**src/rtl/wb_vec_bridge_pkg.sv**
```systemverilog
// Shared constants for the Wishbone vector-stream bridge: address fields,
// register offsets, STATUS/CTRL bit positions and the per-channel error flags.
package wb_vec_bridge_pkg;

  // Address decode fields
  localparam int BASE_CMP_LSB = 16;
  localparam int CH_LSB       = 4;
  localparam int CH_MSB       = 7;
  localparam int REG_LSB      = 2;
  localparam int REG_MSB      = 3;

  // Register offsets within a channel
  localparam logic [1:0] REG_DATA   = 2'd0;
  localparam logic [1:0] REG_STATUS = 2'd1;
  localparam logic [1:0] REG_CTRL   = 2'd2;
  localparam logic [1:0] REG_RSVD   = 2'd3;

  // STATUS bit positions
  localparam int ST_TX_FULL   = 0;
  localparam int ST_TX_EMPTY  = 1;
  localparam int ST_RX_FULL   = 2;
  localparam int ST_RX_EMPTY  = 3;
  localparam int ST_OVF       = 4;
  localparam int ST_UDF       = 5;
  localparam int ST_SEL_ERR   = 6;
  localparam int ST_TXCNT_LSB = 8;
  localparam int ST_RXCNT_LSB = 16;

  // CTRL bit positions
  localparam int CTRL_CLR        = 0;
  localparam int CTRL_FLUSH      = 1;
  localparam int CTRL_RX_IRQ_EN  = 2;
  localparam int CTRL_ERR_IRQ_EN = 3;

  localparam logic [3:0] SEL_WORD = 4'hF;

  // Sticky per-channel error flags
  typedef struct packed {
    logic sel_err;
    logic udf;
    logic ovf;
  } ch_err_t;

  // CTRL readback: only the two enables are visible
  function automatic logic [31:0] ctrl_rd(input logic rx_en, input logic err_en);
    logic [31:0] v;
    v = '0;
    v[CTRL_RX_IRQ_EN]  = rx_en;
    v[CTRL_ERR_IRQ_EN] = err_en;
    return v;
  endfunction

endpackage

```
**src/rtl/vec_sync_fifo.sv**
```systemverilog
// Synchronous FIFO, no fall-through. Push is taken when not full or when a
// real pop happens on the same edge. Flush empties it and overrides push/pop.
module vec_sync_fifo #(
  parameter int WIDTH = 32,
  parameter int DEPTH = 4,
  localparam int AW = $clog2(DEPTH),
  localparam int CW = AW + 1
) (
  input  logic             clk,
  input  logic             rst_n,
  input  logic             push_i,
  input  logic             pop_i,
  input  logic             flush_i,
  input  logic [WIDTH-1:0] din_i,
  output logic [WIDTH-1:0] dout_o,
  output logic             full_o,
  output logic             empty_o,
  output logic [CW-1:0]    count_o
);

  logic [WIDTH-1:0] mem_q [DEPTH];
  logic [AW-1:0]    wr_q, rd_q;
  logic [CW-1:0]    cnt_q;
  logic             do_push, do_pop;

  assign full_o  = (cnt_q == CW'(DEPTH));
  assign empty_o = (cnt_q == '0);
  assign count_o = cnt_q;
  assign dout_o  = mem_q[rd_q];

  assign do_pop  = pop_i & ~empty_o;
  assign do_push = push_i & (~full_o | do_pop);

  // Pointers and occupancy; power-of-2 depth lets pointers wrap naturally
  always_ff @(posedge clk or negedge rst_n) begin
    if (!rst_n) begin
      wr_q  <= '0;
      rd_q  <= '0;
      cnt_q <= '0;
    end else if (flush_i) begin
      wr_q  <= '0;
      rd_q  <= '0;
      cnt_q <= '0;
    end else begin
      if (do_push) wr_q <= wr_q + 1'b1;
      if (do_pop)  rd_q <= rd_q + 1'b1;
      cnt_q <= cnt_q + CW'(do_push) - CW'(do_pop);
    end
  end

  // Storage; contents need no reset since occupancy gates visibility
  always_ff @(posedge clk) begin
    if (do_push && !flush_i) mem_q[wr_q] <= din_i;
  end

endmodule

```
**src/rtl/wb_vec_bridge.sv**
```systemverilog
// Wishbone-classic slave fronting NUM_CH vector stream channels, each with a
// TX FIFO (bus -> coprocessor), RX FIFO (coprocessor -> bus), sticky error
// flags and interrupt enables.
module wb_vec_bridge
  import wb_vec_bridge_pkg::*;
#(
  parameter int          NUM_CH     = 2,
  parameter int          FIFO_DEPTH = 4,
  parameter logic [31:0] BASE_ADDR  = 32'h3000_0000
) (
  input  logic                  clk,
  input  logic                  reset_n,
  input  logic                  wbs_cyc_i,
  input  logic                  wbs_stb_i,
  input  logic                  wbs_we_i,
  input  logic [3:0]            wbs_sel_i,
  input  logic [31:0]           wbs_adr_i,
  input  logic [31:0]           wbs_dat_i,
  output logic                  wbs_ack_o,
  output logic [31:0]           wbs_dat_o,
  output logic [NUM_CH-1:0]     tx_valid,
  input  logic [NUM_CH-1:0]     tx_ready,
  output logic [32*NUM_CH-1:0]  tx_data,
  input  logic [NUM_CH-1:0]     rx_valid,
  output logic [NUM_CH-1:0]     rx_ready,
  input  logic [32*NUM_CH-1:0]  rx_data,
  output logic                  irq
);

  localparam int CW = $clog2(FIFO_DEPTH) + 1;

  logic        ack_q, irq_q;
  logic [31:0] dat_q, rd_d;
  logic        hit, fire, ch_ok, sel_word;
  logic [3:0]  ch_idx;
  logic [1:0]  reg_idx;

  logic [NUM_CH-1:0][31:0] status_w, ctrl_w, rxhd_w;
  logic [NUM_CH-1:0]       irq_c;

  assign ch_idx   = wbs_adr_i[CH_MSB:CH_LSB];
  assign reg_idx  = wbs_adr_i[REG_MSB:REG_LSB];
  assign hit      = wbs_cyc_i & wbs_stb_i &
                    (wbs_adr_i[31:BASE_CMP_LSB] == BASE_ADDR[31:BASE_CMP_LSB]);
  // A transfer commits only on the cycle ack is about to rise
  assign fire     = hit & ~ack_q;
  assign ch_ok    = ({28'b0, ch_idx} < 32'(NUM_CH));
  assign sel_word = (wbs_sel_i == SEL_WORD);

  logic unused_adr;
  assign unused_adr = ^{wbs_adr_i[BASE_CMP_LSB-1:CH_MSB+1], wbs_adr_i[REG_LSB-1:0]};

  for (genvar c = 0; c < NUM_CH; c++) begin : g_ch
    logic          sel_c, wr_data, rd_data, wr_ctrl, flush, clr;
    logic          tx_pop, tx_push, tx_full, tx_empty;
    logic          rx_pop, rx_push, rx_full, rx_empty;
    logic [31:0]   tx_head, rx_head;
    logic [CW-1:0] tx_cnt, rx_cnt;
    ch_err_t       err_q, err_d;
    logic          rx_en_q, err_en_q;
    logic [31:0]   st;

    assign sel_c   = fire & ch_ok & (ch_idx == 4'(c));
    assign wr_data = sel_c &  wbs_we_i & (reg_idx == REG_DATA);
    assign rd_data = sel_c & ~wbs_we_i & (reg_idx == REG_DATA);
    assign wr_ctrl = sel_c &  wbs_we_i & (reg_idx == REG_CTRL);
    assign flush   = wr_ctrl & wbs_dat_i[CTRL_FLUSH];
    assign clr     = wr_ctrl & wbs_dat_i[CTRL_CLR];

    assign tx_pop  = ~tx_empty & tx_ready[c];
    assign tx_push = wr_data & sel_word;
    assign rx_pop  = rd_data & ~rx_empty;
    assign rx_push = rx_valid[c] & ~rx_full;

    vec_sync_fifo #(.WIDTH(32), .DEPTH(FIFO_DEPTH)) u_tx (
      .clk(clk), .rst_n(reset_n), .push_i(tx_push), .pop_i(tx_pop),
      .flush_i(flush), .din_i(wbs_dat_i), .dout_o(tx_head),
      .full_o(tx_full), .empty_o(tx_empty), .count_o(tx_cnt)
    );

    vec_sync_fifo #(.WIDTH(32), .DEPTH(FIFO_DEPTH)) u_rx (
      .clk(clk), .rst_n(reset_n), .push_i(rx_push), .pop_i(rx_pop),
      .flush_i(flush), .din_i(rx_data[32*c +: 32]), .dout_o(rx_head),
      .full_o(rx_full), .empty_o(rx_empty), .count_o(rx_cnt)
    );

    assign tx_valid[c]          = ~tx_empty;
    assign tx_data[32*c +: 32]  = tx_head;
    assign rx_ready[c]          = ~rx_full;

    // Sticky error flags: clear first, then sets so a set wins
    always_comb begin
      err_d = err_q;
      if (clr) err_d = '0;
      if (wr_data & ~sel_word)                       err_d.sel_err = 1'b1;
      if (tx_push & tx_full & ~tx_pop)               err_d.ovf     = 1'b1;
      if (rd_data & rx_empty)                        err_d.udf     = 1'b1;
    end

    // Error flags and interrupt enables
    always_ff @(posedge clk or negedge reset_n) begin
      if (!reset_n) begin
        err_q    <= '0;
        rx_en_q  <= 1'b0;
        err_en_q <= 1'b0;
      end else begin
        err_q <= err_d;
        if (wr_ctrl) begin
          rx_en_q  <= wbs_dat_i[CTRL_RX_IRQ_EN];
          err_en_q <= wbs_dat_i[CTRL_ERR_IRQ_EN];
        end
      end
    end

    // STATUS word assembly
    always_comb begin
      st = '0;
      st[ST_TX_FULL]            = tx_full;
      st[ST_TX_EMPTY]           = tx_empty;
      st[ST_RX_FULL]            = rx_full;
      st[ST_RX_EMPTY]           = rx_empty;
      st[ST_OVF]                = err_q.ovf;
      st[ST_UDF]                = err_q.udf;
      st[ST_SEL_ERR]            = err_q.sel_err;
      st[ST_TXCNT_LSB +: 8]     = 8'(tx_cnt);
      st[ST_RXCNT_LSB +: 8]     = 8'(rx_cnt);
    end

    assign status_w[c] = st;
    assign ctrl_w[c]   = ctrl_rd(rx_en_q, err_en_q);
    assign rxhd_w[c]   = rx_empty ? 32'h0 : rx_head;
    assign irq_c[c]    = (rx_en_q & ~rx_empty) | (err_en_q & (|err_q));
  end

  // Read data mux; writes, misses and absent channels read as zero
  always_comb begin
    rd_d = '0;
    for (int c = 0; c < NUM_CH; c++) begin
      if (!wbs_we_i && ch_ok && ch_idx == 4'(c)) begin
        case (reg_idx)
          REG_DATA:   rd_d = rxhd_w[c];
          REG_STATUS: rd_d = status_w[c];
          REG_CTRL:   rd_d = ctrl_w[c];
          REG_RSVD:   rd_d = '0;
          default:    rd_d = '0;
        endcase
      end
    end
  end

  // Bus response and interrupt registers
  always_ff @(posedge clk or negedge reset_n) begin
    if (!reset_n) begin
      ack_q <= 1'b0;
      dat_q <= '0;
      irq_q <= 1'b0;
    end else begin
      ack_q <= fire;
      dat_q <= fire ? rd_d : 32'h0;
      irq_q <= |irq_c;
    end
  end

  assign wbs_ack_o = ack_q;
  assign wbs_dat_o = dat_q;
  assign irq       = irq_q;

endmodule

```
**config.mk**
```make
export PLATFORM = sky130hd
export DESIGN_NAME = wb_vec_bridge
export DESIGN_NICKNAME = d
export VERILOG_FILES = /design/src/rtl/wb_vec_bridge_pkg.sv /design/src/rtl/vec_sync_fifo.sv /design/src/rtl/wb_vec_bridge.sv
export SDC_FILE = /design/constraint.sdc
export NUM_CORES = 1
export LEC_CHECK = 0
export ABC_AREA = 1
export CORE_AREA = 3 3 236 238
export CTS_BUF_LIST = sky130_fd_sc_hd__clkbuf_2 sky130_fd_sc_hd__clkbuf_4 sky130_fd_sc_hd__clkbuf_8
export CTS_CLUSTER_DIAMETER = 150
export DETAILED_ROUTE_END_ITERATION = 10
export DIE_AREA = 0 0 239 241
export DONT_BUFFER_PORTS = 1
export SYNTH_ARGS = -nofsm -noshare
export SYNTH_HDL_FRONTEND = slang
export SYNTH_SLANG_ARGS = --single-unit
```
**constraint.sdc**
```tcl
create_clock -name clk -period 4.3 [get_ports clk]
set_input_delay 0.86 -clock clk [delete_from_list [all_inputs] [get_ports clk]]
set_output_delay 0.86 -clock clk [all_outputs]
set_load 0.005 [all_outputs]
```
==> impl_metrics.toml <==
[grt]
track_usage_pct = 19.2
overflow = 0
grt_pass1_vias = 13800
grt_pass1_wl_mm = 83.4
grt_max_degree = 73
antenna_found_initial = 3

[logic_synthesis]
synth_largest_area_cell = "edfxtp_1"
async_flop_share_pct = 12.3
synth_seq_cells = 584
syn_avg_cell_area_um2 = 12.9
synth_most_common_cell = "edfxtp_1"
synth_cell_types = 39
synth-main-ff-cell = "edfxtp_1"
synth_top_area_share_pct = 66.6
synth_edf_count = 512
synth_cells = 1786
syn-cell-area_um2 = 23100
yosys-top-cells-count = "edfxtp_1, nor2_1, o21ai_0, o22ai_1, nand2_1"
yosysSeqAreaShare_pct = 74.5
synth_area_leaders = "edfxtp_1, dfrtp_1, o21ai_0"
yosysWarnings = 0
syn_nets = 1955

[routing]
avgViaCountPerCell = 5.43
via_count = 14100
routed_wl_mm = 55.7
drt_first_iter_violations = 1059
wl_per_cell_um = 21.4
ant_nets = 0
drc = 0
drt-pass1-iter-count = 5

[power_and_ir_drop]
total_power_mw = 14.5
power_density_nw_per_um2 = 561
p_leak_nw = 8.94
vdd_ir_drop_max_v = 0.000479

[worst_setup_path]
crit_path_start = "g_ch[1].u_tx.rd_q[1]"
cp_slowest_cell = "inv_1"
worstPathRequired_ps = 3440
max_stage_delay_ps = 710
crit_top_cell = "buf_4"
critical-path-top-delay-family = "buffers and inverters"
start_kind = "flip-flop"
worstSetupEndpointType = "output pin"
setup.worst_path.class = "reg -> out"
r2r-start = "wbs_ack_o"
crit_fanout = 33
crit_buf_inv = 3
crit_chain = "buf_4, inv_1, buf_4, o21ai_0, o22ai_1"
cp.arrival_ps = 2650

[die]
die_area_um2 = 57600
io_pins = 243
die-height_um = 241
start_util_pct = 42.9
fp.dieW_um = 239
row_count = 85
coreArea_um2 = 53800

[final_layout]
antenna_cells = 0
syn2layout_area_growth_pct = 12.0
nets = 1992
nFillCells = 4691
drive_gt1_share_pct = 13.4

[placement]
numPortBuffers = 0
hpwl_mm = 34.3
place_congestion = 0.835

[clocking]
post_cts_buffers = 0
cts-buffers-inserted = 95
h-tree-depth = 3
cts_resized = 0
clkLatencyLatePin_ps = 660
cts_tree = "yes"
cts_buffer_depth = 3
root_buffer = "clkbuf_8"
clkTransAtPathRegs_ps = 60
clock_sinks = 584

[timing]
period_minus_slack_ps = 3510
fin_crit_sh_pct = 81.6
fin_worst_skew_ps = 26.8
rsz0062_at_grt = "no"
finalSetupViolCount = 0
finalHoldViolCount = 0
fin_setup_tns_ps = 0
slew_headroom_pct = 23.8
slew_violations = 0
fmax_mhz = 285
worstMarginPinSlew_ps = 1140

[hold_path]
hold_path_class = "in -> async"

[outcome]
outcome = "finished, final reports clean"

[job]
maxCapViolCount = 0
-- timing repair --
| item | CTS | global route |
|---|---|---|
| setup endpoints to repair | 0 | 0 |
| endpoints found under the hold margin | 72 | 0 |
| hold buffers | 1 | 0 |
-- cell type report --
cell class              count  area [um2]  area share (%)
multi-input cells        1010        5200            20.1
clock buffers             149        1780            6.87
inverters                  93         350            1.36
repair buffers             39         325            1.26
flip-flops and latches    584       17200            66.5
clock inverters            28         136           0.528
well taps                 696         871            3.37
-- report_power, final --
part / switching, mW / total [mW] / internal [mW]
combinational: 2.03 / 2.78 / 0.748
sequential: 0.165 / 6.97 / 6.80
clock: 2.12 / 4.74 / 2.63
-- cell families after synthesis --
logic type / share of synthesized area (%)
DFF: 74.5
xor gates and xnor gates: 0.304
AOI/OAI and AO/OA: 11.2
buffers and inverters: 3.36
adders and majority gates: 1.65
and+or+nand+nor: 9.02
-- metrics by stage --
step | setup WS [ps] | cell area [um2] | hold slack [ps] | util, % | std cells
after floorplan | 792 | 23100 | 466 | - | 1786
after global placement | 770 | 23900 | 500 | 44.4 | 2421
after detailed placement | 720 | 23900 | 505 | 44.4 | 2421
after CTS | 702 | 25800 | 38.2 | 48.0 | 2599
after global routing | 603 | 25800 | 51.0 | 48.0 | 2599
final | 793 | 25800 | 74.4 | 48.0 | 2599
-- placed cells by master, fill, tap and decap left out, types with 37 or more instances in the layout --
| cell | netlist | layout |
|---|---|---|
| edfxtp_1 | 512 | 512 |
| nor2_1 | 309 | 293 |
| o21ai_0 | 274 | 274 |
| o22ai_1 | 118 | 118 |
| clkbuf_8 | 0 | 105 |
| nand2_1 | 103 | 103 |
| inv_1 | 88 | 86 |
| dfrtp_1 | 72 | 68 |
| clkbuf_4 | 0 | 44 |
| nand3_1 | 41 | 41 |
| a21oi_1 | 39 | 39 |
| buf_4 | 2 | 37 |
-- registers in the layout (all words and copies together), names as in the netlist, 6 cells and up --
name and count:
g_ch.u_rx.count_o 6, g_ch.u_rx.mem_q 256, g_ch.u_tx.mem_q 256, wbs_dat_o 32, g_ch.u_tx.count_o 6, g_ch.err_q 6
-- final timing paths --
path                                             end  slack (ps)  cells past startpoint
setup / recovery                         tx_data[43]         790                      5
hold / removal                         wbs_dat_o[20]          70                      1
setup reg to reg             g_ch[0].u_rx.count_o[1]        1230                     12
hold reg to reg                     g_ch[0].err_q[0]         520                      2
max in group asynchronous       g_ch[0].u_tx.rd_q[0]        3820                      1
min in group clk           g_ch[1].u_rx.mem_q[1][24]         290                      0
-- layer usage --
layer,global-route usage [%],share of wire [%],vias up
met2,31.4,48,449
met4,6.40,2.6,6
met3,8.31,10,98
met1,22.9,40,6983
li1,-,-,6586
met5,0,0.061,-
No activity file was read; power rests on OpenSTA's default activity.
